<file path="src/rtl/countdown_timer.sv">
// Loadable down-counter with IDLE/RUN/DONE control and a one-cycle terminal pulse.
// Define COUNTDOWN_TIMER_AUTO_RELOAD_EN to restart from the last loaded value after each terminal count.
module countdown_timer #(
  parameter int BUS_WIDTH = 8
) (
  input  logic                 clk,
  input  logic                 rst_n,
  input  logic                 st,
  input  logic [BUS_WIDTH-1:0] X,
  input  logic                 en,
  output logic [BUS_WIDTH-1:0] o,
  output logic                 busy,
  output logic                 done
);

  typedef enum logic [1:0] {
    IDLE = 2'd0,
    RUN  = 2'd1,
    DONE = 2'd2
  } state_t;

  state_t state;

`ifdef COUNTDOWN_TIMER_AUTO_RELOAD_EN
  logic [BUS_WIDTH-1:0] reload;
`endif

  // busy/done are registered alongside state so they always agree with it.
  // NOTE: non-blocking assignments for all state here; every register updates from pre-edge values.
  always_ff @(posedge clk) begin
    if (!rst_n) begin
      state <= IDLE;
      o     <= '0;
      busy  <= 1'b0;
      done  <= 1'b0;
`ifdef COUNTDOWN_TIMER_AUTO_RELOAD_EN
      reload <= '0;
`endif
    end else if (st) begin
      o <= X;
`ifdef COUNTDOWN_TIMER_AUTO_RELOAD_EN
      reload <= X;
`endif
      if (X != '0) begin
        state <= RUN;
        busy  <= 1'b1;
        done  <= 1'b0;
      end else begin
        state <= DONE;
        busy  <= 1'b0;
        done  <= 1'b1;
      end
    end else begin
      case (state)
        RUN: begin
          if (en) begin
            o <= o - 1'b1;
            if (o == BUS_WIDTH'(1)) begin
              state <= DONE;
              busy  <= 1'b0;
              done  <= 1'b1;
            end
          end
        end
        DONE: begin
`ifdef COUNTDOWN_TIMER_AUTO_RELOAD_EN
          o <= reload;
          if (reload != '0) begin
            state <= RUN;
            busy  <= 1'b1;
          end else begin
            state <= IDLE;
            busy  <= 1'b0;
          end
          done <= 1'b0;
`else
          state <= IDLE;
          busy  <= 1'b0;
          done  <= 1'b0;
`endif
        end
        default: begin
          state <= IDLE;
          busy  <= 1'b0;
          done  <= 1'b0;
        end
      endcase
    end
  end

endmodule
</file>
<file path="config.mk">
export PLATFORM = sky130hd
export DESIGN_NAME = countdown_timer
export DESIGN_NICKNAME = d
export VERILOG_FILES = /design/src/rtl/countdown_timer.sv
export SDC_FILE = /design/constraint.sdc
export NUM_CORES = 1
export LEC_CHECK = 0
export ABC_AREA = 1
export CAP_MARGIN = 20
export CORE_UTILIZATION = 47
export DETAILED_ROUTE_END_ITERATION = 7
export GPL_ROUTABILITY_DRIVEN = 0
export GPL_TIMING_DRIVEN = 0
export HOLD_SLACK_MARGIN = 0.06
export PLACE_DENSITY = 0.8
export SLEW_MARGIN = 10
export SYNTH_ARGS = -nofsm -noshare
export SYNTH_HDL_FRONTEND = slang
export SYNTH_SLANG_ARGS = --single-unit
export TNS_END_PERCENT = 1
</file>
<file path="constraint.sdc">
create_clock -name clk -period 1.8 [get_ports clk]
set_input_delay 0.36 -clock clk [delete_from_list [all_inputs] [get_ports clk]]
set_output_delay 0.36 -clock clk [all_outputs]
set_load 0.05 [all_outputs]
</file>
* Word-level counts from Yosys, hierarchy flattened
Cells that the tools add are included.
** Word-level totals
- Register bits after elaboration :: 12
- Input bits :: 12
** Operators by class
- Add/sub/neg operators :: 1
- Equal/unequal tests :: 4
- Multiplexer cells :: 18
- Reduce and logical (&&, ||, !) cells :: 5
** Operators with widths (count)
- 8-bit 2-to-1 mux :: 3
- 1-bit 2-to-1 mux :: 10
- 2-bit 2-to-1 mux :: 5
- 8-bit by 1-bit equality test with 1-bit output (second input constant) :: 1
- 8-bit nonzero test :: 1
- 8-bit by 1-bit subtractor with 8-bit output (second input constant) :: 1
- 3-bit != test (second input constant) :: 2
- 2-bit AND reduction :: 2
- 2-bit nonzero test :: 2
- 2-bit by 1-bit equality test with 1-bit output (second input constant) :: 1

* Longest topological paths before layout
Gate-level depths: netlist of run 1.
- Depth in word-level cells :: 5
- Mapped depth :: 9
- Depth with buffers taken out :: 9

* Worst setup path after synthesis of run 1
Ideal clock, no wire load.
- Path kind :: flip-flop to flip-flop
- Start point :: reg o[0]
- End point :: reg o[4]
- Arrival time :: 1.458 ns
- Data required time :: 1.736 ns
- Path slack :: 0.278 ns
- Stages on the path, launching flop included :: 7
- Buffers on the path :: 0
- Path through :: dfxtp_1 inv_1 ha_1 nand3_1 xor2_1 a21oi_1 nor2_1
** Between the ends
- Word-level cells in the longest chain between the ends :: 4
** RTL lines
- start, declared :: line 11 : output logic [BUS_WIDTH-1:0] o,
- start signal, assigned :: line 57 : o <= o - 1'b1;
- 8-bit by 1-bit subtractor with 8-bit output :: line 57
- 8-bit 2-to-1 mux :: line 56 : if (en) begin
- 8-bit 2-to-1 mux :: line 54 : case (state)
- 8-bit 2-to-1 mux :: line 39 : end else if (st) begin
Every way passes these cells. The select of a mux whose other input is x is not followed.
A chain may end at the register's enable or synchronous reset.

==> metrics, run 1 <==
status completed; first-pass GRT wire length 2339 um; DR vias 693; Slew HR 66.90%; Max Slew Vio Count 0; post-DP HPWL 1154 um; slew at the pin closest to its max-slew limit a little under 0.5 ns; Mapped Area 671.9 sq um; Setup-failing EPs final 0; starting density of the core 51.00%; CP endpoint done; CP cell instances clkdlybuf4s50_1; Static Leak 0.4719 nW; I/O pins 22; Max VDD drop 0.3715 mV; Yosys top cell by area dfxtp_1; clk_lat worst skew between 0.2 and 0.3 ns; Post-synth EDFFs 0; DR WL met2 590 um; Syn Inst Count 103; Total GRT Usage 22.89%; vias per std cell 4.915; drt first pass iters 4; M1 wire length about 700 um; htree depth 1; Critical R2R Launch o[0]$_SDFFE_PN0P_; Setup Skew 0.004311 ns; CP Depth 1; delay-heaviest family, CP buffers and inverters; post-CTS setup repair buffer count 0; nets@finish 142; Final Hold Fails 0; total clock buffers created by CTS 3; DRC Markers 0; RSZ-0062 raised after global routing no; clock sink total 10; Crit Path Class flop to output pin; post-synth top area share 29.80%; CTS clock-pin slew for the worst setup and hold paths 0.07 ns; post-route ant nets 0; total gr overflow 0; most frequent cells after synthesis 26 x nand2_1, 15 x inv_1, 13 x nor2_1, 10 x dfxtp_1, 7 x nand3_1; CTS root buf clkbuf_4; fmax 0.5733 GHz; 1st-iter DRT viols 20; CTS tree built; CTS Hold Buffers Added 0; startpoint types flop; Worst EP required about 1.4 ns; vias in the first global route between 500 and 600; synth warn 0; ys flop type dfxtp_1; diode count 0; core area 1318 sq um; crit path launch state[1]$_SDFFE_PN0P_; layout cells sized above 1 11.90%; Area contributors post-synth dfxtp_1 30%, nand2_1 15%, inv_1 8.4%; largest net degree at the start of global routing 10; die area between 1500 and 2000 sq um; initial antenna violation count 0; HP Class input port to flop; met3 WL 84 um; Post-Route Utilization 69.33%; Worst path slowest cell clkdlybuf4s50_1; Worst setup EP type output pin; synthesis-to-layout area growth 35.94%; worst r2r dst o[6]$_SDFFE_PN0P_; Sum Neg Setup Slack 0 ns; I/O Buffers 20; PD cells 693.7 nW/um^2; Mean Syn Cell Area 6.523 sq um; Netlist cell types 22; top-count cell post-synth nand2_1; WP buf/inv 1; share of the yosys chip area belonging to registers 29.80%; Post-synth ARST share 0%; Synth Register Bits 10; Max FO, Critical Path 2; Rows 13; Die X between 30 and 40 um; syn_nets approximately 120; flop2flop setup slack 0.53 ns; max-cap violations 0; Chip Height around 40 um; Reg2Reg Depth 9; Tmin final 1.744 ns; drt wl/cell 10.09 um; final period utilization 96.91%; Top Metal Used met4; Worst Path Arrival 1.38 ns; deepest clock path buffer count 2; CP max stage delay between 0.7 and 0.8 ns; routed wire length 1423 um
-- timing repair --
action / in CTS / in global routing
endpoints found under the setup margin: 6 / 3
resized for setup: 6 / 3
pin swaps: 0 / 0
-- through the flow --
stage | power, mW | std cells | hold slack, ns | instance area (sq um) | worst slack, ns
2_1_floorplan | 0.4123 | 103 | 0.4861 | 671.9 | 0.2781
3_3_place_gp | 0.4870 | 138 | 0.4923 | 890.9 | 0.2041
3_5_place_dp | 0.4890 | 138 | 0.4927 | 890.9 | 0.1868
4_1_cts | 0.6340 | 141 | 0.4053 | 905.9 | 0.002855
5_1_grt | 0.6686 | 141 | 0.4187 | 913.4 | 0.01415
6_report | 0.6336 | 141 | 0.4019 | 913.4 | 0.05558
-- power by group --
group | switching, mW | leakage (nW) | total, mW | internal [mW]
clock network | 0.0796 | 0.0138 | 0.157 | 0.0774
registers | 0.0160 | 0.0828 | 0.254 | 0.238
logic | 0.141 | 0.375 | 0.223 | 0.0819
-- layout make-up --
type,instances,area (sq um)
timing repair buffer,20,200.2
sequential,10,200.2
fill,130,404.1
multi-input combinational,75,391.6
tap,15,18.77
inverter,17,68.82
clock buffer,3,22.52
buffer,1,11.26
-- placed cells by master (no fill, tap or decap) --
cell type / count
a21oi_1: 6
inv_1: 15
ha_1: 2
a22oi_1: 1
dlygate4sd2_1: 6
dlymetal6s2s_1: 3
o21ai_0: 5
or2_2: 1
nor2_4: 1
o21ai_1: 1
nor3_2: 2
inv_6: 1
nand3_2: 3
nand2_2: 1
nor2_2: 1
inv_2: 1
nand3_1: 7
clkbuf_4: 3
xor2_1: 3
a31oi_1: 1
clkdlybuf4s50_1: 11
nor2_1: 13
nor3_1: 1
dfxtp_1: 10
buf_6: 1
nand2_1: 26
-- worst min-delay path by stage --
stage	from	end	slack [ns]	cells past startpoint
after global routing	st	o[2]$_SDFFE_PN0P_	0.42	3
after global placement	o[1]$_SDFFE_PN0P_	o[1]$_SDFFE_PN0P_	0.49	2
after CTS	st	o[3]$_SDFFE_PN0P_	0.41	3
final	st	o[2]$_SDFFE_PN0P_	0.40	3
after detailed placement	o[1]$_SDFFE_PN0P_	o[1]$_SDFFE_PN0P_	0.49	2
after floorplan	rst_n	state[1]$_SDFFE_PN0P_	0.49	2
-- state kept, by name (all words and copies together) (netlist names) --
name,cells
o,8
state,2
-- metal layers --
| layer | global-route usage, % | up-vias |
|---|---|---|
| li1 | - | 372 |
| met1 | 31.76 | 294 |
| met2 | 32.38 | 22 |
| met3 | 5.682 | 5 |
| met4 | 10.34 | 0 |
| met5 | 0 | - |
-- kinds of logic after synthesis --
group | Yosys count | share of synthesized area, %
AO/OA/AOI/OAI | 14 | 10.99
XOR/XNOR | 3 | 3.911
adder cells (fa/ha/maj) | 2 | 3.724
buffers and inverters | 18 | 11.92
flip-flops | 10 | 29.79
AND/OR/NAND/NOR | 56 | 39.67
Power figures use the tool's default switching activity.
==> inputs of run 2 (changes only) <==
- HOLD_SLACK_MARGIN: 0.06 -> 0.1
- SKIP_CTS_REPAIR_TIMING: not set -> 1
==> run 2 against run 1 <==
  * Final cell count is the same
  * Global-route usage shrank 0.23 points
  * Sequential power about the same
  * Setup slack improved by 0.00054 ns
  * Flip-flop and latch count did not move
==> metrics, run 2 (same netlist as run 1, synthesis figures left out) <==
drt wl/cell 10.21 um (+1.1%); Worst setup EP type output pin; htree depth 1 (unchanged); RSZ-0062 raised after global routing no; Crit Path Class flop to output pin; total gr overflow 0 (unchanged); largest net degree at the start of global routing 10 (unchanged); core area 1318 sq um (unchanged); synthesis-to-layout area growth 39.29%; slew at the pin closest to its max-slew limit 0.5033 ns (+0.007607 ns); flop2flop setup slack 0.53 ns (about the same); Static Leak 0.5421 nW (+15%); Sum Neg Setup Slack 0 ns (unchanged); hold slack final 0.4007 ns (-0.001142 ns); met2 Track Usage GR 31.97% (-0.41 points); sequential share of power 39.6% (-0.4 points); clk_lat worst skew 0.27 ns (about the same); Sw Ratio 37.11% (-0.26 points); diode count 0 (unchanged); vias per std cell 4.908 (-0.14%); deepest clock path buffer count 2 (unchanged); Worst EP required 1.44 ns (about the same); Setup Skew 0.005528 ns (+0.001217 ns); Fillers 122 (-6.2%); Tmin final 1.744 ns (-0.0005363 ns); Pwr Total 0.6401 mW (+1.0%); CP Depth 1 (unchanged); DRC Markers 0 (unchanged); Setup-failing EPs final 0 (unchanged); Chip Height 39.81 um (unchanged); cell internal power dissipation 0.4026 mW (+1.4%); Worst path slowest cell clkdlybuf4s50_1; commonest non-fill, non-tap cells in the layout 26 x nand2_1, 15 x inv_1, 13 x nor2_1; Max Slew Vio Count 0 (unchanged); combinational power share 35.8% (+0.6 points); grt met1 use 31.42% (-0.34 points); Reg2Reg Depth 9 (unchanged); nets@finish 142 (unchanged); Max VDD drop 0.3893 mV (+4.8%); CTS tree built; CTS clock-pin slew for the worst setup and hold paths 0.07 ns (about the same); vias in the first global route 549 (-1.1%); Worst Path Arrival 1.38 ns (about the same); Biggest register o; startpoint types flop; I/O pins 22 (unchanged); Critical R2R Launch o[0]$_SDFFE_PN0P_; switching pwr 0.2375 mW (+0.33%); most common cell after layout, fill and taps aside nand2_1; max reg flops 8 (unchanged); Max FO, Critical Path 2 (unchanged); first-pass GRT wire length 2311 um (-1.2%); Slew HR 66.39% (-0.51 points); DR vias 692 (-0.14%); worst r2r dst o[6]$_SDFFE_PN0P_; delay-heaviest family, CP buffers and inverters; die area 1585 sq um (unchanged); post-route ant nets 0 (unchanged); Worst Hold Launch st; clock sink total 10 (unchanged); status completed; final period utilization 96.88% (about the same); Die X 39.81 um (unchanged); CTS root buf clkbuf_4; I/O Buffers 20 (unchanged); Largest regs o x8, state x2; fmax 0.5734 GHz (about the same); layout cells sized above 1 11.90% (unchanged); hold endpoint o[2]$_SDFFE_PN0P_; starting density of the core 51.00% (unchanged); Rows 13 (unchanged); WP buf/inv 1 (unchanged); Clock power frac 24.6% (-0.2 points); total clock buffers created by CTS 3 (unchanged); CP max stage delay 0.80 ns (about the same); routed wire length 1439 um (+1.1%); CP cell instances clkdlybuf4s50_1; placed cells 138 (unchanged); Hold Crit Depth 3 (unchanged); initial antenna violation count 0 (unchanged); PD cells 683.9 nW/um^2 (-1.4%); 1st-iter DRT viols 21 (+5.0%); GR Layer Usage met3 5.682% (unchanged); HP Class input port to flop; Post-Route Utilization 71.04% (+1.7 points); busiest grt layer met2; post-DP HPWL 1154 um (unchanged); fin cells 141 (unchanged); Final Hold Fails 0 (unchanged); drt first pass iters 5 (+1); Total GRT Usage 22.65% (-0.23 points); max-cap violations 0 (unchanged)
run 2: worst max-delay path by stage:
stage / from / end
2_1_floorplan: o[0]$_SDFFE_PN0P_ / o[4]$_SDFFE_PN0P_
3_3_place_gp: o[2]$_SDFFE_PN0P_ / o[2]
3_5_place_dp: en / o[2]$_SDFFE_PN0P_
4_1_cts: o[2]$_SDFFE_PN0P_ / o[2]
5_1_grt: state[1]$_SDFFE_PN0P_ / done
6_report: state[1]$_SDFFE_PN0P_ / done
run 2: final cells by class:
class / instances / area [sq um] / share of cell area, %
repair buffers: 20 / 222.7 / 23.80
inverters: 17 / 68.82 / 7.353
clock buffers: 3 / 22.52 / 2.406
flip-flops and latches: 10 / 200.2 / 21.39
well taps: 15 / 18.77 / 2.005
multi-input cells: 75 / 391.6 / 41.84
plain buffers: 1 / 11.26 / 1.203
run 2: through the flow:
stage / setup slack [ns] / cell area (sq um)
final: 0.05611 / 935.9
after global routing: 0.01415 / 935.9
after CTS: -0.08049 / 913.4
after detailed placement: 0.1868 / 890.9
after global placement: 0.2041 / 890.9
after floorplan: 0.2781 / 671.9
run 2: power by group through the flow:
stage               Sequential (mW)  Clock (mW)  Combinational, mW
global placement              0.259           0              0.228
global route                  0.257       0.167              0.251
detailed placement            0.259           0              0.230
finish                        0.253       0.158              0.229
floorplan                     0.313           0             0.0994
CTS                           0.254       0.156              0.230
run 2: layer usage:
| layer | wire (um) | part of all wire (%) | up-vias |
|---|---|---|---|
| met2 | 593 | 41 | 22 |
| met5 | 0 | 0 | - |
| met3 | 73 | 5.1 | 5 |
| li1 | - | - | 373 |
| met1 | 740 | 51 | 292 |
| met4 | 31 | 2.2 | 0 |
